**src/rtl/branch_history_predictor_pkg.sv**
```systemverilog
// Purpose: shared types and defaults for the bimodal branch predictor.
// Latency: n/a (declarations only).
// Backpressure: n/a.
package riscv_bp_pkg;

  localparam int DEF_IDX_BITS = 6;

  typedef enum logic [1:0] {
    SNT = 2'd0,
    WNT = 2'd1,
    WT  = 2'd2,
    ST  = 2'd3
  } ctr_e;

  typedef enum logic {
    READY = 1'b0,
    CLEAR = 1'b1
  } bp_state_e;

endpackage

```
**src/rtl/branch_history_predictor_if.sv**
```systemverilog
// Purpose: fetch lookup, execute update and clear-control bundle for the predictor.
// Latency: n/a (wiring only). Stats outputs exist only when BP_STATS_EN is defined.
// Backpressure: none; updates are fire-and-forget and are dropped while a sweep runs.
interface branch_history_predictor_if;

  logic        cfg_enable;
  logic [31:0] lookup_pc;
  logic        br_pred_taken;
  logic        bp_enable;
  logic        upd_valid;
  logic [31:0] upd_pc;
  logic        upd_taken;
  logic        upd_mispredict;
  logic        clear_req;
  logic        clear_busy;
`ifdef BP_STATS_EN
  logic [31:0] stat_branches;
  logic [31:0] stat_mispredicts;
`endif

`ifdef BP_STATS_EN
  modport master (
    output cfg_enable, lookup_pc, upd_valid, upd_pc, upd_taken, upd_mispredict, clear_req,
    input  br_pred_taken, bp_enable, clear_busy, stat_branches, stat_mispredicts
  );

  modport slave (
    input  cfg_enable, lookup_pc, upd_valid, upd_pc, upd_taken, upd_mispredict, clear_req,
    output br_pred_taken, bp_enable, clear_busy, stat_branches, stat_mispredicts
  );
`else
  modport master (
    output cfg_enable, lookup_pc, upd_valid, upd_pc, upd_taken, upd_mispredict, clear_req,
    input  br_pred_taken, bp_enable, clear_busy
  );

  modport slave (
    input  cfg_enable, lookup_pc, upd_valid, upd_pc, upd_taken, upd_mispredict, clear_req,
    output br_pred_taken, bp_enable, clear_busy
  );
`endif

endinterface

```
**src/rtl/branch_history_predictor_sat_ctr2.sv**
```systemverilog
// Purpose: next value of a 2-bit saturating counter given the resolved outcome.
// Latency: combinational.
// Backpressure: none.
module bp_sat_ctr2
  import riscv_bp_pkg::*;
(
  input  logic [1:0] ctr,
  input  logic       taken,
  output logic [1:0] ctr_nxt
);

  // Saturate at both ends instead of wrapping.
  always_comb begin
    ctr_nxt = ctr;
    if (taken) begin
      if (ctr != ST) ctr_nxt = ctr + 2'd1;
    end else begin
      if (ctr != SNT) ctr_nxt = ctr - 2'd1;
    end
  end

endmodule

```
**src/rtl/branch_history_predictor.sv**
```systemverilog
// Purpose: bimodal predictor (PC-indexed 2-bit counters) with a one-entry-per-cycle clear sweep; BP_STATS_EN adds branch/mispredict counters.
// Latency: lookup is combinational; updates land on the next clk edge; a sweep takes 2^IDX_BITS cycles.
// Backpressure: none; updates arriving during a sweep are dropped and prediction is forced off.
module branch_history_predictor
  import riscv_bp_pkg::*;
#(
  parameter int         IDX_BITS = DEF_IDX_BITS,
  parameter logic [1:0] INIT_CTR = WNT
) (
  input  logic                         clk,
  input  logic                         rst_n,
  branch_history_predictor_if.slave    bp
);

  localparam int ENTRIES = 1 << IDX_BITS;

  logic [1:0]          ctr_q [ENTRIES];
  bp_state_e           state_q;
  logic [IDX_BITS-1:0] sweep_idx_q;
  logic [IDX_BITS-1:0] lookup_idx;
  logic [IDX_BITS-1:0] upd_idx;
  logic [1:0]          upd_ctr;
  logic [1:0]          upd_ctr_nxt;
  logic                upd_acc;

  assign lookup_idx = bp.lookup_pc[IDX_BITS+1:2];
  assign upd_idx    = bp.upd_pc[IDX_BITS+1:2];
  assign upd_acc    = bp.upd_valid && (state_q == READY);
  assign upd_ctr    = ctr_q[upd_idx];

  bp_sat_ctr2 u_sat_ctr (
    .ctr     (upd_ctr),
    .taken   (bp.upd_taken),
    .ctr_nxt (upd_ctr_nxt)
  );

  // A clear_req seen in CLEAR is ignored so the sweep never restarts.
  always_ff @(posedge clk or negedge rst_n) begin
    if (!rst_n) begin
      state_q     <= READY;
      sweep_idx_q <= '0;
    end else begin
      case (state_q)
        READY: begin
          if (bp.clear_req) begin
            state_q     <= CLEAR;
            sweep_idx_q <= '0;
          end
        end
        CLEAR: begin
          sweep_idx_q <= sweep_idx_q + IDX_BITS'(1);
          if (sweep_idx_q == {IDX_BITS{1'b1}}) state_q <= READY;
        end
        default: state_q <= READY;
      endcase
    end
  end

  // Updates only write in READY, so they cannot collide with a sweep write.
  always_ff @(posedge clk or negedge rst_n) begin
    if (!rst_n) begin
      for (int i = 0; i < ENTRIES; i++) ctr_q[i] <= INIT_CTR;
    end else if (state_q == CLEAR) begin
      ctr_q[sweep_idx_q] <= INIT_CTR;
    end else if (upd_acc) begin
      ctr_q[upd_idx] <= upd_ctr_nxt;
    end
  end

  assign bp.clear_busy    = (state_q == CLEAR);
  assign bp.bp_enable     = bp.cfg_enable && (state_q == READY);
  assign bp.br_pred_taken = (state_q == READY) && ctr_q[lookup_idx][1];

`ifdef BP_STATS_EN
  logic [31:0] stat_branches_q;
  logic [31:0] stat_mispredicts_q;

  always_ff @(posedge clk or negedge rst_n) begin
    if (!rst_n) begin
      stat_branches_q    <= '0;
      stat_mispredicts_q <= '0;
    end else if (bp.clear_req) begin
      stat_branches_q    <= '0;
      stat_mispredicts_q <= '0;
    end else if (upd_acc) begin
      stat_branches_q <= stat_branches_q + 32'd1;
      if (bp.upd_mispredict) stat_mispredicts_q <= stat_mispredicts_q + 32'd1;
    end
  end

  assign bp.stat_branches    = stat_branches_q;
  assign bp.stat_mispredicts = stat_mispredicts_q;
`endif

endmodule

```
**src/flat_wrapper.sv**
```systemverilog
// flat-port wrapper written by rule: the top's interface ports become plain ports
module branch_history_predictor_flat import riscv_bp_pkg::*;
#(
  parameter int         IDX_BITS = DEF_IDX_BITS,
  parameter logic [1:0] INIT_CTR = WNT
)
  (clk, rst_n, bp_cfg_enable, bp_lookup_pc, bp_upd_valid, bp_upd_pc, bp_upd_taken, bp_upd_mispredict, bp_clear_req, bp_br_pred_taken, bp_bp_enable, bp_clear_busy);
  branch_history_predictor_if bp_i ();
  input  logic clk;
  input  logic rst_n;
  input wire logic [$bits(bp_i.cfg_enable)-1:0] bp_cfg_enable;
  input wire logic [$bits(bp_i.lookup_pc)-1:0] bp_lookup_pc;
  input wire logic [$bits(bp_i.upd_valid)-1:0] bp_upd_valid;
  input wire logic [$bits(bp_i.upd_pc)-1:0] bp_upd_pc;
  input wire logic [$bits(bp_i.upd_taken)-1:0] bp_upd_taken;
  input wire logic [$bits(bp_i.upd_mispredict)-1:0] bp_upd_mispredict;
  input wire logic [$bits(bp_i.clear_req)-1:0] bp_clear_req;
  output wire logic [$bits(bp_i.br_pred_taken)-1:0] bp_br_pred_taken;
  output wire logic [$bits(bp_i.bp_enable)-1:0] bp_bp_enable;
  output wire logic [$bits(bp_i.clear_busy)-1:0] bp_clear_busy;
  assign bp_i.cfg_enable = bp_cfg_enable;
  assign bp_i.lookup_pc = bp_lookup_pc;
  assign bp_i.upd_valid = bp_upd_valid;
  assign bp_i.upd_pc = bp_upd_pc;
  assign bp_i.upd_taken = bp_upd_taken;
  assign bp_i.upd_mispredict = bp_upd_mispredict;
  assign bp_i.clear_req = bp_clear_req;
  assign bp_br_pred_taken = bp_i.br_pred_taken;
  assign bp_bp_enable = bp_i.bp_enable;
  assign bp_clear_busy = bp_i.clear_busy;
  branch_history_predictor #(.IDX_BITS(IDX_BITS), .INIT_CTR(INIT_CTR)) u_core (.clk(clk), .rst_n(rst_n), .bp(bp_i));
endmodule
```
**config.mk**
```make
export PLATFORM = sky130hd
export DESIGN_NAME = branch_history_predictor_flat
export DESIGN_NICKNAME = d
export VERILOG_FILES = /design/src/rtl/branch_history_predictor_pkg.sv /design/src/rtl/branch_history_predictor_if.sv /design/src/rtl/branch_history_predictor_sat_ctr2.sv /design/src/rtl/branch_history_predictor.sv /design/src/flat_wrapper.sv
export SDC_FILE = /design/constraint.sdc
export NUM_CORES = 1
export LEC_CHECK = 0
export ABC_AREA = 1
export CORE_MARGIN = 4
export CORE_UTILIZATION = 53
export DETAILED_ROUTE_END_ITERATION = 16
export GPL_TIMING_DRIVEN = 1
export PLACE_DENSITY = 0.8
export SYNTH_ARGS = -nofsm -noshare
export SYNTH_HDL_FRONTEND = slang
export SYNTH_HIERARCHICAL = 1
export SYNTH_SLANG_ARGS = --single-unit
export TNS_END_PERCENT = 10
```
**constraint.sdc**
```tcl
create_clock -name clk -period 6.7 [get_ports clk]
set_clock_uncertainty 0.2 [all_clocks]
set_input_delay 0.67 -clock clk [delete_from_list [all_inputs] [get_ports clk]]
set_output_delay 0.67 -clock clk [all_outputs]
set_load 0.01 [all_outputs]
```
# After elaboration in Yosys (flattened, before gate mapping)

Cells that the tools add are included.

Register bits after elaboration: 135
Input port bits: 71
Logic and storage cells: 112

$add $sub $neg: 3
$lt $le $gt $ge: 5
Equality and inequality tests: 3
Muxes and demuxes: 21
Bitwise operators: 7
Reduce and logical (&&, ||, !) cells: 7

Operator list:

| kind                                                       | number |
|---|---|
| 2-to-1 mux 128 bit                                         | 2 |
| bitwise mux 128 bit                                        | 1 |
| bitwise AND 64 bit                                         | 1 |
| NOT 64 bit                                                 | 1 |
| bitwise OR 64 bit                                          | 1 |
| binary-select mux 2 bit (select 6 bit)                     | 2 |
| demux 2 bit (select 6 bit)                                 | 2 |
| >= comparator 7 bit, second input constant                 | 3 |
| NOT 6 -> 7 bit                                             | 3 |
| 2-to-1 mux 2 bit                                           | 9 |
| less-than comparator 7 x 1 -> 1 bit, second input constant | 2 |
| case mux 6 bit (2 select lines)                            | 1 |
| adder 6 x 1 -> 6 bit, second input constant                | 1 |
| equality test 6 bit, second input constant                 | 1 |
| 2-to-1 mux 6 bit                                           | 1 |
| logical AND 1 bit                                          | 5 |
| inequality test 2 bit, second input constant               | 2 |
| nonzero test 2 bit                                         | 2 |
| adder 2 x 1 -> 2 bit, second input constant                | 1 |
| 2-to-1 mux 1 bit                                           | 2 |
| case mux 1 bit (2 select lines)                            | 1 |
| subtractor 2 x 1 -> 2 bit, second input constant           | 1 |
| NOT 1 bit                                                  | 1 |

# Logic depth before layout (Yosys ltp)

Depth after elaboration: 10
Gate-level depth with buffers: 21
Mapped depth without buffers: 18

# By module

Netlist, hierarchy kept.

By module, submodules not included:

| module                   | instances | cells an instance | area an instance (sq um) | seq. area each (sq um) |
|---|---|---|---|---|
| branch_history_predictor | 1         | 1157              | 8124.0                   | 3458.3 |
| bp_sat_ctr2              | 1         | 6                 | 25.0                     | 0.0 |

# Worst setup path before layout

No wires, ideal clock.

Path kind: input port to flip-flop
Start point: in bp_upd_pc[3]
End point: reg u_core/ctr_q[102] in the netlist's numbering
Arrival: 2.852 ns
Setup slack: 3.589 ns
Stages on the path: 20
Cells stage by stage: buf_2 inv_2 buf_6 clkbuf_1 a21oi_1 o21ai_0 nand2_1 nand2_1 nand2_1 nor2_1 nand2_1 inv_1 o21ai_1 nand2_1 nor2_1 inv_1 clkbuf_1 clkbuf_1 o22ai_1 inv_1

Word-level cells in the longest chain between the ends: 10

RTL lines:

| what                                                   | line                                                                             | text |
|---|---|---|
| start: declaration                                     | flat_wrapper.sv:14                                                               | `input wire logic [$bits(bp_i.upd_pc)-1:0] bp_upd_pc;` |
| NOT 6 -> 7 bit (implied by the code) *                 | branch_history_predictor.sv:29                                                   | `assign upd_ctr = ctr_q[upd_idx];` |
| binary-select mux 2 bit (select 6 bit) *               | branch_history_predictor.sv:29                                                   |  |
| 2-to-1 mux 2 bit (implied by the code) * (2 in series) | branch_history_predictor.sv:29                                                   |  |
| net u_core.upd_ctr[0]                                  | branch_history_predictor.sv:22                                                   | `logic [1:0] upd_ctr;` |
| subtractor 2 x 1 -> 2 bit (tied with other cells)      | branch_history_predictor_sat_ctr2.sv:18                                          | `if (ctr != SNT) ctr_nxt = ctr - 2'd1;` |
| 2-to-1 mux 2 bit (on tied branches)                    | branch_history_predictor_sat_ctr2.sv:18, branch_history_predictor_sat_ctr2.sv:16 |  |
| 2-to-1 mux 2 bit *                                     | branch_history_predictor_sat_ctr2.sv:15                                          | `if (taken) begin` |
| net u_core.upd_ctr_nxt[0]                              | branch_history_predictor.sv:23                                                   | `logic [1:0] upd_ctr_nxt;` |
| bitwise mux 128 bit *                                  | branch_history_predictor.sv:66                                                   | `ctr_q[upd_idx] <= upd_ctr_nxt;` |
| 2-to-1 mux 128 bit *                                   | branch_history_predictor.sv:65                                                   | `end else if (upd_acc) begin` |
| 2-to-1 mux 128 bit *                                   | branch_history_predictor.sv:63                                                   | `end else if (state_q == CLEAR) begin` |
| end signal: indexed assignment                         | branch_history_predictor.sv:66                                                   |  |
| end: declaration                                       | branch_history_predictor.sv:17                                                   | `logic [1:0] ctr_q [ENTRIES];` |

Mark *: on every way through the listed nets, which the timed path passes. The rest lies on a longest branch. The select of a mux whose other input is x is not followed.
A chain may end at the register's enable or synchronous reset.

# Worst setup path after layout

Start point: in bp_lookup_pc[2]
End point: out bp_br_pred_taken

Word-level cells in the longest chain between the ends: 5

RTL lines:

| what                                                 | line                           | text |
|---|---|---|
| start: declaration                                   | flat_wrapper.sv:12             | `input wire logic [$bits(bp_i.lookup_pc)-1:0] bp_lookup_pc;` |
| NOT 6 -> 7 bit (implied by the code)                 | branch_history_predictor.sv:72 | `assign bp.br_pred_taken = (state_q == READY) && ctr_q[lookup_idx][1];` |
| binary-select mux 2 bit (select 6 bit)               | branch_history_predictor.sv:72 |  |
| 2-to-1 mux 2 bit (implied by the code) (2 in series) | branch_history_predictor.sv:72 |  |
| logical AND 1 bit                                    | branch_history_predictor.sv:72 |  |
| end: declaration                                     | flat_wrapper.sv:18             | `output wire logic [$bits(bp_i.br_pred_taken)-1:0] bp_br_pred_taken;` |

No other way between the ends. The select of a mux whose other input is x is not followed.

==> out/metrics.csv <==
stage;metric;value;unit
floorplan;Core Area;15150;µm²
clock_network;Clk Tree Root Cell;clkbuf_16;
synth;Netlist cell types;32;
synth;Yosys top cell area share;21.80;%
finish;# diodes;0;
floorplan;die width;132;µm
timing;Final Max Tran Viols;0;
worst_setup_path;CP Launch Type;primary input;
synth;Yosys top cell by area;dfrtp_1;
power;Peak VDD IR;0.0002185;V
finish;Finished Layout Cells;1368;
drt;ANT nets after route;0;
clock_network;H-tree Lvls;4;
timing;worst slew pin tran;1.334;ns
timing;unrepaired setup endpoints after global routing;no;
synth;Yosys warning total;6;
synth;synthesized area;8149;µm²
clock_network;total CTS buffers;17;
worst_setup_path;worst r2r src;u_core/bp.clear_busy;
timing;setup slack after layout;1.893;ns
clock_network;CTS Hold Buffers Added;0;
place;Post-DP Area;8488;µm²
run;maxcap violations;0;
finish;final core occ;59.71;%
drt;post-DR wirelength/cell;21.74;µm
grt;largest net degree at the start of global routing;84;
timing;Fin Setup TNS;0;ns
place;Final GP Congestion;1.001;
grt;Overflow after GRT;0;
floorplan;DIE HEIGHT;132;µm
place;Buffers on Ports;20;
worst_setup_path;Worst Path Class, Setup;in -> out;
power;LEAKAGE;3.860;nW
floorplan;die area;17420;µm²
grt;vias in the first global route;8287;
power;Power Density;289.2;nW/µm²
synth;register area share after synthesis;42.44;%
grt;initial antenna violation count;0;
worst_setup_path;reg-to-reg endpoint;u_core/ctr_q[21];
clock_network;Num Clock Sinks;135;
grt;global-route wire length before repair;45730;µm
place;dpl hpwl;18820;µm
worst_setup_path;R2R cell count;5;
finish;post-route cell area;9044;µm²
place;pre-CTS setup slack;1.995;ns
floorplan;# rows;45;
drt;Vias;8737;
drt;Detailed Routing Iterations Pass 1;8;
finish;Nets;1239;
clock_network;CTS tree;done;
synth;Mean Syn Cell Area;7.007;µm²
timing;Tmin final;4.807;ns
worst_setup_path;R2R setup slack;2.79;ns
timing;final setup vio count;0;
worst_setup_path;CP Data Required Time;5.83;ns
finish;layout cells sized above 1;9.915;%
clock_network;post-CTS repair timing setup buffer count;0;
synth;Mapped Nets;1235;
synth;Yosys reg bits;135;
synth;Synth area leaders;dfrtp_1 22%, dfstp_2 21%, nand2_1 12%;
finish;area grow syn2layout;10.98;%
floorplan;initial core utilization;53.80;%
worst_setup_path;crit path capture type;primary output;
clock_network;Max clock buf depth;2;
timing;final worst-path cycle share;71.74;%
clock_network;clk_lat worst skew;0.43;ns
grt;Total Routing Usage GR;33.89;%
floorplan;I/O pin total;74;
worst_setup_path;Crit path arrival time;3.94;ns
synth;Synth Instances;1163;
drt;Residual DRC;0;
timing;final-report hold violation count;0;
timing;Rel. slew slack;10.95;%
clock_network;cells resized by post-CTS repair;0;
min_path;Hold Path Class;in -> async;
drt;final wirelength;29740;µm
place;placed cells;1336;
drt;initial DRC count;1323;
worst_setup_path;CP max FO;35;
run_status;status;finished clean;
drt;DR vias/cell;6.387;
clock_network;clk slew on worst S/H paths;0.05;ns
timing;fmax;208.0;MHz
-- cell usage after synthesis (all sizes together) --
cell,number
o22ai,119
o21ai,83
or2,2
clkbuf,32
dfstp,64
dfrtp,71
o31ai,1
nor2,91
nand3b,3
clkinv,2
a21oi,30
o21a,1
nand2,250
nand3,93
a31oi,14
nand4,5
o32ai,23
nor3,13
o22a,1
o2bb2ai,2
buf,18
inv,241
a22oi,3
ha,1
-- through the flow --
step / power (mW) / hold slack [ns]
6_report: 2.615 / 0.02786
5_1_grt: 2.709 / 0.07670
4_1_cts: 2.567 / 0.05468
3_5_place_dp: 1.680 / 0.3035
3_3_place_gp: 1.664 / 0.2950
2_1_floorplan: 1.406 / 0.1744
-- flip-flops by register name, summed over array words and instances, names as in the netlist --
register / count
u_core/ctr_q: 128
u_core/sweep_idx_q: 6
u_core/bp.clear_busy: 1
-- metal layers --
layer | vias to the layer above | routed length, µm | track usage [%]
li1 | 3832 | - | -
met1 | 4028 | 10880 | 44.33
met3 | 186 | 4384 | 11.41
met5 | - | 0 | 0
met2 | 691 | 12200 | 48.72
met4 | 0 | 2266 | 20.25
-- where the power goes --
part	leakage [nW]	total [mW]	internal, mW	switching [mW]
clock network	0.270	0.893	0.537	0.356
logic	1.96	0.708	0.164	0.545
registers	1.63	1.01	0.934	0.0791
total	3.86	2.62	1.63	0.980
-- worst max-delay path: stages --
cell and delay [ns]:
clkdlybuf4s50_1 0.40, buf_4 0.29, inv_1 1.02, nand2_1 0.15, nand3_1 0.15, nand3_1 0.13
nand2_1 0.20, nand2_1 0.08, nand3_1 0.07, nand3_1 0.07, a21oi_1 0.14, clkdlybuf4s50_1 0.56
-- logic make-up (layout without fill, tap and decap cells) --
kind of cell	Yosys count	after routing	synth area share, %
AOI/OAI and AO/OA	277	277	20.41
adders and majority gates	1	1	0.1535
buffers and inverters	293	310	13.88
DFF	135	135	42.44
and+or+nand+nor	457	457	23.12
-- layout make-up --
class,count,area (µm²)
clock inverter,8,73.82
sequential,135,3460
inverter,243,917.1
clock buffer,24,481.7
timing repair buffer,35,314.1
multi-input combinational,735,3562
fill,1396,6102
tap,188,235.2
-- how the worst max path moves through the flow --
stage	end	cells past startpoint	start
2_1_floorplan	u_core/ctr_q[102]	20	bp_upd_pc[3]
3_3_place_gp	u_core/ctr_q[78]	19	bp_upd_pc[3]
3_5_place_dp	u_core/ctr_q[94]	19	bp_upd_pc[3]
4_1_cts	bp_br_pred_taken	12	bp_lookup_pc[2]
5_1_grt	bp_br_pred_taken	12	bp_lookup_pc[2]
6_report	bp_br_pred_taken	12	bp_lookup_pc[2]
-- placed cells by master, fill, tap and decap left out, types with 17 or more instances in the layout --
cell type,count
nand2_1,249
inv_1,238
o22ai_1,119
nand3_1,92
nor2_1,90
o21ai_0,80
dfrtp_1,70
dfstp_2,64
a21oi_1,30
o32ai_1,23
clkdlybuf4s50_1,19
clkbuf_16,17
Note: power is estimated with default switching activity, not from simulation.
